File: src/rtl/multicycle_controller.sv
// Multicycle ARM-subset control unit: sequences each instruction through fetch,
// decode, execute, memory and writeback, and owns the NZCV flag register.
module multicycle_controller #(
    parameter int unsigned MEM_LAT   = 1,
    parameter logic [3:0]  FLAG_INIT = 4'b0000
) (
    input  logic       clk,
    input  logic       reset,
    input  logic [3:0] Cond,
    input  logic [1:0] Op,
    input  logic [5:0] Funct,
    input  logic [3:0] Rd,
    input  logic [3:0] ALUFlags,
    output logic       PCWrite,
    output logic       IRWrite,
    output logic       RegWrite,
    output logic       MemWrite,
    output logic       AdrSrc,
    output logic [1:0] ResultSrc,
    output logic       ALUSrcA,
    output logic [1:0] ALUSrcB,
    output logic [1:0] ImmSrc,
    output logic [1:0] RegSrc,
    output logic [2:0] ALUControl,
    output logic [3:0] Flags,
    output logic [3:0] State
);

    typedef enum logic [3:0] {
        S_FETCH    = 4'd0,
        S_DECODE   = 4'd1,
        S_MEMADR   = 4'd2,
        S_MEMREAD  = 4'd3,
        S_MEMWB    = 4'd4,
        S_MEMWRITE = 4'd5,
        S_EXECR    = 4'd6,
        S_EXECI    = 4'd7,
        S_ALUWB    = 4'd8,
        S_BRANCH   = 4'd9
    } state_t;

    localparam logic [3:0] LAST_WAIT = 4'(MEM_LAT - 1);

    state_t     state_q, state_d;
    logic [3:0] wait_q, wait_d;
    logic [3:0] flags_q, flags_d;
    logic       condex_q;
    logic [3:0] cmd_q;
    logic       sl_q;
    logic [3:0] rd_q;
    logic [1:0] op_q;

    logic       last_wait;
    logic       pc_write, ir_write, reg_write, mem_write;
    logic [2:0] alu_dec;
    logic       no_write, s_eff, arith;

    function automatic logic cond_eval(input logic [3:0] c, input logic [3:0] f);
        logic n, z, cf, v;
        {n, z, cf, v} = f;
        case (c)
            4'b0000: cond_eval = z;
            4'b0001: cond_eval = ~z;
            4'b0010: cond_eval = cf;
            4'b0011: cond_eval = ~cf;
            4'b0100: cond_eval = n;
            4'b0101: cond_eval = ~n;
            4'b0110: cond_eval = v;
            4'b0111: cond_eval = ~v;
            4'b1000: cond_eval = cf & ~z;
            4'b1001: cond_eval = ~cf | z;
            4'b1010: cond_eval = (n == v);
            4'b1011: cond_eval = (n != v);
            4'b1100: cond_eval = ~z & (n == v);
            4'b1101: cond_eval = z | (n != v);
            default: cond_eval = 1'b1;
        endcase
    endfunction

    assign last_wait = (wait_q == LAST_WAIT);

    // ALU decode works on the command latched in Decode.
    always_comb begin
        alu_dec  = 3'b000;
        no_write = 1'b0;
        s_eff    = sl_q;
        arith    = 1'b0;
        case (cmd_q)
            4'b0100: arith = 1'b1;
            4'b0010: begin alu_dec = 3'b001; arith = 1'b1; end
            4'b0000: alu_dec = 3'b010;
            4'b1100: alu_dec = 3'b011;
            4'b1010: begin alu_dec = 3'b001; arith = 1'b1; no_write = 1'b1; s_eff = 1'b1; end
            default: no_write = 1'b1;
        endcase
    end

    always_comb begin
        state_d = state_q;
        wait_d  = 4'd0;
        case (state_q)
            S_FETCH:    if (last_wait) state_d = S_DECODE;   else wait_d = wait_q + 4'd1;
            S_DECODE: begin
                case (Op)
                    2'b00:   state_d = Funct[5] ? S_EXECI : S_EXECR;
                    2'b01:   state_d = S_MEMADR;
                    2'b10:   state_d = S_BRANCH;
                    default: state_d = S_FETCH;
                endcase
            end
            S_MEMADR:   state_d = sl_q ? S_MEMREAD : S_MEMWRITE;
            S_MEMREAD:  if (last_wait) state_d = S_MEMWB;    else wait_d = wait_q + 4'd1;
            S_MEMWB:    state_d = S_FETCH;
            S_MEMWRITE: if (last_wait) state_d = S_FETCH;    else wait_d = wait_q + 4'd1;
            S_EXECR,
            S_EXECI:    state_d = S_ALUWB;
            default:    state_d = S_FETCH;
        endcase
    end

    always_comb begin
        flags_d = flags_q;
        if ((state_q == S_EXECR || state_q == S_EXECI) && condex_q) begin
            if (s_eff)         flags_d[3:2] = ALUFlags[3:2];
            if (s_eff & arith) flags_d[1:0] = ALUFlags[1:0];
        end
    end

    always_ff @(posedge clk or posedge reset) begin
        if (reset) begin
            state_q  <= S_FETCH;
            wait_q   <= 4'd0;
            flags_q  <= FLAG_INIT;
            condex_q <= 1'b0;
            cmd_q    <= 4'd0;
            sl_q     <= 1'b0;
            rd_q     <= 4'd0;
            op_q     <= 2'd0;
        end else begin
            state_q <= state_d;
            wait_q  <= wait_d;
            flags_q <= flags_d;
            if (state_q == S_DECODE) begin
                condex_q <= cond_eval(Cond, flags_q);
                cmd_q    <= Funct[4:1];
                sl_q     <= Funct[0];
                rd_q     <= Rd;
                op_q     <= Op;
            end
        end
    end

    always_comb begin
        pc_write   = 1'b0;
        ir_write   = 1'b0;
        reg_write  = 1'b0;
        mem_write  = 1'b0;
        AdrSrc     = 1'b0;
        ResultSrc  = 2'b00;
        ALUSrcA    = 1'b0;
        ALUSrcB    = 2'b00;
        ALUControl = 3'b000;
        case (state_q)
            S_FETCH: begin
                ALUSrcA   = 1'b1;
                ALUSrcB   = 2'b10;
                ResultSrc = 2'b10;
                ir_write  = last_wait;
                pc_write  = last_wait;
            end
            S_DECODE: begin
                ALUSrcA   = 1'b1;
                ALUSrcB   = 2'b10;
                ResultSrc = 2'b10;
            end
            S_MEMADR: ALUSrcB = 2'b01;
            S_BRANCH: begin
                ALUSrcB   = 2'b01;
                ResultSrc = 2'b10;
                pc_write  = condex_q;
            end
            S_MEMREAD:  AdrSrc = 1'b1;
            S_MEMWRITE: begin
                AdrSrc    = 1'b1;
                mem_write = condex_q;
            end
            S_MEMWB: begin
                ResultSrc = 2'b01;
                if (rd_q == 4'd15) pc_write  = condex_q;
                else               reg_write = condex_q;
            end
            S_EXECR: ALUControl = alu_dec;
            S_EXECI: begin
                ALUSrcB    = 2'b01;
                ALUControl = alu_dec;
            end
            S_ALUWB: begin
                if (rd_q == 4'd15) pc_write  = condex_q;
                else               reg_write = condex_q & ~no_write;
            end
            default: ;
        endcase
    end

    // Reset is asynchronous, so the enables are gated directly to stay quiet while it is held.
    assign PCWrite  = pc_write  & ~reset;
    assign IRWrite  = ir_write  & ~reset;
    assign RegWrite = reg_write & ~reset;
    assign MemWrite = mem_write & ~reset;

    assign ImmSrc = op_q;
    assign RegSrc = {op_q == 2'b01, op_q == 2'b10};
    assign Flags  = flags_q;
    assign State  = state_q;

endmodule

File: config.mk
export PLATFORM = sky130hd
export DESIGN_NAME = multicycle_controller
export DESIGN_NICKNAME = d
export VERILOG_FILES = /design/src/rtl/multicycle_controller.sv
export SDC_FILE = /design/constraint.sdc
export NUM_CORES = 1
export LEC_CHECK = 0
export CAP_MARGIN = 20
export CORE_MARGIN = 8
export CORE_UTILIZATION = 45
export DETAILED_ROUTE_END_ITERATION = 7
export MAX_ROUTING_LAYER = met4
export PLACE_DENSITY = 0.87
export SYNTH_ARGS = -nofsm -noshare
export SYNTH_HDL_FRONTEND = slang
export SYNTH_SLANG_ARGS = --single-unit
File: constraint.sdc
create_clock -name clk -period 1.74 [get_ports clk]
set_input_delay 0.348 -clock clk [delete_from_list [all_inputs] [get_ports clk]]
set_output_delay 0.348 -clock clk [all_outputs]
set_load 0.01 [all_outputs]
==> impl_metrics.env <==
export IMPL_fin_worst_skew_ps=1.46
export IMPL_synth_largest_area_cell="sky130_fd_sc_hd__dfrtp_1"
export IMPL_synth_warnings=0
export IMPL_power_clock_fraction=0.071
export IMPL_drtAntennaViolNets=0
export IMPL_synth_area_um2=1490
export IMPL_synth_enable_flop_cells=0
export IMPL_placeableCoreArea_um2=3260
export IMPL_number_of_global_route_vias_before_repair=1563
export IMPL_combPwrFrac=0.685
export IMPL_netlist_area_leader_share=0.404
export IMPL_grt_setup_unrepaired="yes"
export IMPL_dpl_instance_area_um2=2220
export IMPL_postSynthAreaPerCell_um2=9.58
export IMPL_critPathKind="flip-flop to output pin"
export IMPL_maximum_capacitance_violations=0
export IMPL_floorplan_die_width_um=73.5
export IMPL_finalHoldViolCount=0
export IMPL_netSwitchingPower_mw=1.69
export IMPL_finalInstanceArea_um2=2530
export IMPL_die_height_um=73.5
export IMPL_num_antenna_cells=0
export IMPL_insertion_delay_ps=310
export IMPL_wire_per_inst_um=16.6
export IMPL_clk_transition_reported_paths_ps=130
export IMPL_asyncSetResetFlopFracSynth=1.00
export IMPL_worst_ep_required_time_ps=1390
export IMPL_num_rows=21
export IMPL_synth_cell_types=42
export IMPL_initial_antenna_violation_count=0
export IMPL_postSynthCellCount=155
export IMPL_synth_seq_cells=24
export IMPL_max_clock_path_buffers=2
export IMPL_route_detailed_drc=0
export IMPL_place_gp_congestion=0.865
export IMPL_post_layout_total_power_mw=4.19
export IMPL_fmax_mhz=505
export IMPL_power_internal_mw=2.51
export IMPL_vdd_ir_drop_max_mv=0.980
export IMPL_overflow=0
export IMPL_syn_num_nets=179
export IMPL_swShare=0.402
export IMPL_io_buffers=45
export IMPL_maxSlewViolCount=0
export IMPL_htreeDepth=1
export IMPL_synthToLayoutAreaGrowth_pct=70.1
export IMPL_path_max_fanout=5
export IMPL_hold_worst_slack_ps=146
export IMPL_via_count_normalized_by_instance_count=5.29
export IMPL_final_min_clock_period_ps=1980
export IMPL_grt_usage=0.170
export IMPL_final_setup_viol_count=16
export IMPL_worst_endpoint_arrival_ps=1630
export IMPL_drtIter0Drc=62
export IMPL_timing_critical_path_to_type="output pin"
export IMPL_first_pass_grt_wire_length_um=7050
export IMPL_yosysMostFrequentCell="sky130_fd_sc_hd__dfrtp_1"
export IMPL_dp_hpwl_um=3170
export IMPL_critPathLaunchType="flip-flop"
export IMPL_yosys_top_cells_count="24 x sky130_fd_sc_hd__dfrtp_1, 16 x sky130_fd_sc_hd__mux2_2, 14 x sky130_fd_sc_hd__nor2_1"
export IMPL_tritoncts="done"
export IMPL_worstHoldPathType="input pin to async pin"
export IMPL_power_sequential_fraction=0.244
export IMPL_layout_core_utilization=0.775
export IMPL_failed_checks="setup timing"
export IMPL_status="finished with violations"
export IMPL_final_setup_worst_slack_ps=-239
export IMPL_via_count=1545
export IMPL_post_place_ws_ps=-480
export IMPL_num_nets_final=271
export IMPL_floorplan_initialDensity=0.456
export IMPL_io_pins=47
export IMPL_postRouteWirelength_um=4840
export IMPL_synth_sequential_area_ratio=0.404
export IMPL_fin_crit_sh=1.14
export IMPL_grt_start_max_net_pins=15
export IMPL_static_leakage_power_nw=1.16
export IMPL_die_area_um2=5390
export IMPL_synth_area_leaders="sky130_fd_sc_hd__dfrtp_1 40%, sky130_fd_sc_hd__mux2_2 12%, sky130_fd_sc_hd__nor2_1 3.5%"
export IMPL_inserted_clock_buffers=3
export IMPL_power_per_cell_area_nw_per_um2=1660
export IMPL_drt_pass1_iterations=4
export IMPL_yosys_most_used_dff="sky130_fd_sc_hd__dfrtp_1"
export IMPL_proportion_of_layout_cells_with_a_drive_suffix_above_1=0.480
export IMPL_cts_num_sinks=24
export IMPL_cts_hold_fix_buffers=0
export IMPL_ctsRootBufferMaster="sky130_fd_sc_hd__clkbuf_4"
## cells by family (layout without fill, tap and decap cells)
| group | after synthesis | in the layout | synth area share |
|---|---|---|---|
| and+or+nand+nor | 56 | 56 | 0.206 |
| AOI/OAI and AO/OA | 30 | 30 | 0.132 |
| DFF | 24 | 24 | 0.404 |
| buffers and inverters | 18 | 109 | 0.0691 |
| muxes | 17 | 17 | 0.128 |
| xor gates and xnor gates | 7 | 7 | 0.0413 |
| adders and majority gates | 2 | 2 | 0.0168 |
| other | 1 | 1 | 0.00252 |
## power groups by stage
| stage | registers (mW) | logic (mW) | clock network [mW] |
|---|---|---|---|
| finish | 1.02 | 2.87 | 0.297 |
| floorplan | 1.04 | 1.17 | 0 |
| global placement | 0.991 | 2.22 | 0 |
| CTS | 0.998 | 2.37 | 0.307 |
| global route | 1.05 | 3.06 | 0.327 |
| detailed placement | 1.01 | 2.28 | 0 |
## routing by layer
layer,GRT usage,share of wire,vias up
met3,0.0286,0.045,20
met4,0.0843,0.045,0
li1,-,-,727
met1,0.190,0.40,737
met5,-,0,-
met2,0.284,0.51,61
## sequential cells by signal, indices dropped and copies added, names as in the netlist
name / count
Flags: 4
ImmSrc: 2
State: 4
rd_q: 4
wait_q: 4
sl_q: 1
cmd_q: 4
condex_q: 1
## area by class of cell
cell class	instances	area [um^2]
multi-input combinational	113	961
timing repair buffer	96	831
fill	215	732
sequential	24	603
tap	46	57.6
inverter	9	37.5
clock buffer	4	36.3
## cells in the final DEF (no fill, tap or decap), drive strengths merged, types with 2 or more instances in the layout
master,synthesis,layout
nor4,3,3
ha,2,2
a21oi,7,7
and2,2,2
or4,2,2
mux2,16,16
nand2b,4,4
clkbuf,1,4
inv,9,8
nor2,15,15
o2111ai,2,2
nor3,4,4
nand2,13,13
dlygate4sd2,0,6
xor2,3,3
nor3b,2,2
dfrtp,24,24
a211oi,2,2
buf,8,63
a31oi,3,3
xnor2,4,4
clkdlybuf4s50,0,26
nand3,3,3
nor2b,3,3
o21ai,8,8
## path summary, 6_finish.rpt
| kind | from | to | slack, ps | cells past startpoint |
|---|---|---|---|---|
| setup reg to reg | State[3] | ImmSrc[0] | -20 | 6 |
| hold reg to reg | rd_q[3] | rd_q[3] | 540 | 1 |
| setup / recovery | State[3] | ALUControl[1] | -240 | 4 |
| hold / removal | reset | State[2] | 150 | 3 |
| min in group clk | rd_q[3] | rd_q[3] | 540 | 1 |
| max in group asynchronous | reset | wait_q[3] | 1410 | 3 |
## stage by stage
| stage | setup TNS (ps) | instances |
|---|---|---|
| floorplan | -2.76 | 155 |
| global placement | -2720 | 273 |
| detailed placement | -3060 | 273 |
| CTS | -873 | 284 |
| global route | -2110 | 292 |
| finish | -1080 | 292 |
## critical path: stages (launching register included)
cell	delay, ps
sky130_fd_sc_hd__dfrtp_2	480
sky130_fd_sc_hd__nand2b_4	190
sky130_fd_sc_hd__or3_4	350
sky130_fd_sc_hd__nor3_2	160
sky130_fd_sc_hd__buf_2	150
## what timing repair did
action                                  in CTS  in global routing
resized for setup                           75                 41
buffers inserted                             7                  8
endpoints found under the setup margin      18                 14
pin swaps                                    5                 10
Note: power is estimated with default switching activity, not from simulation.
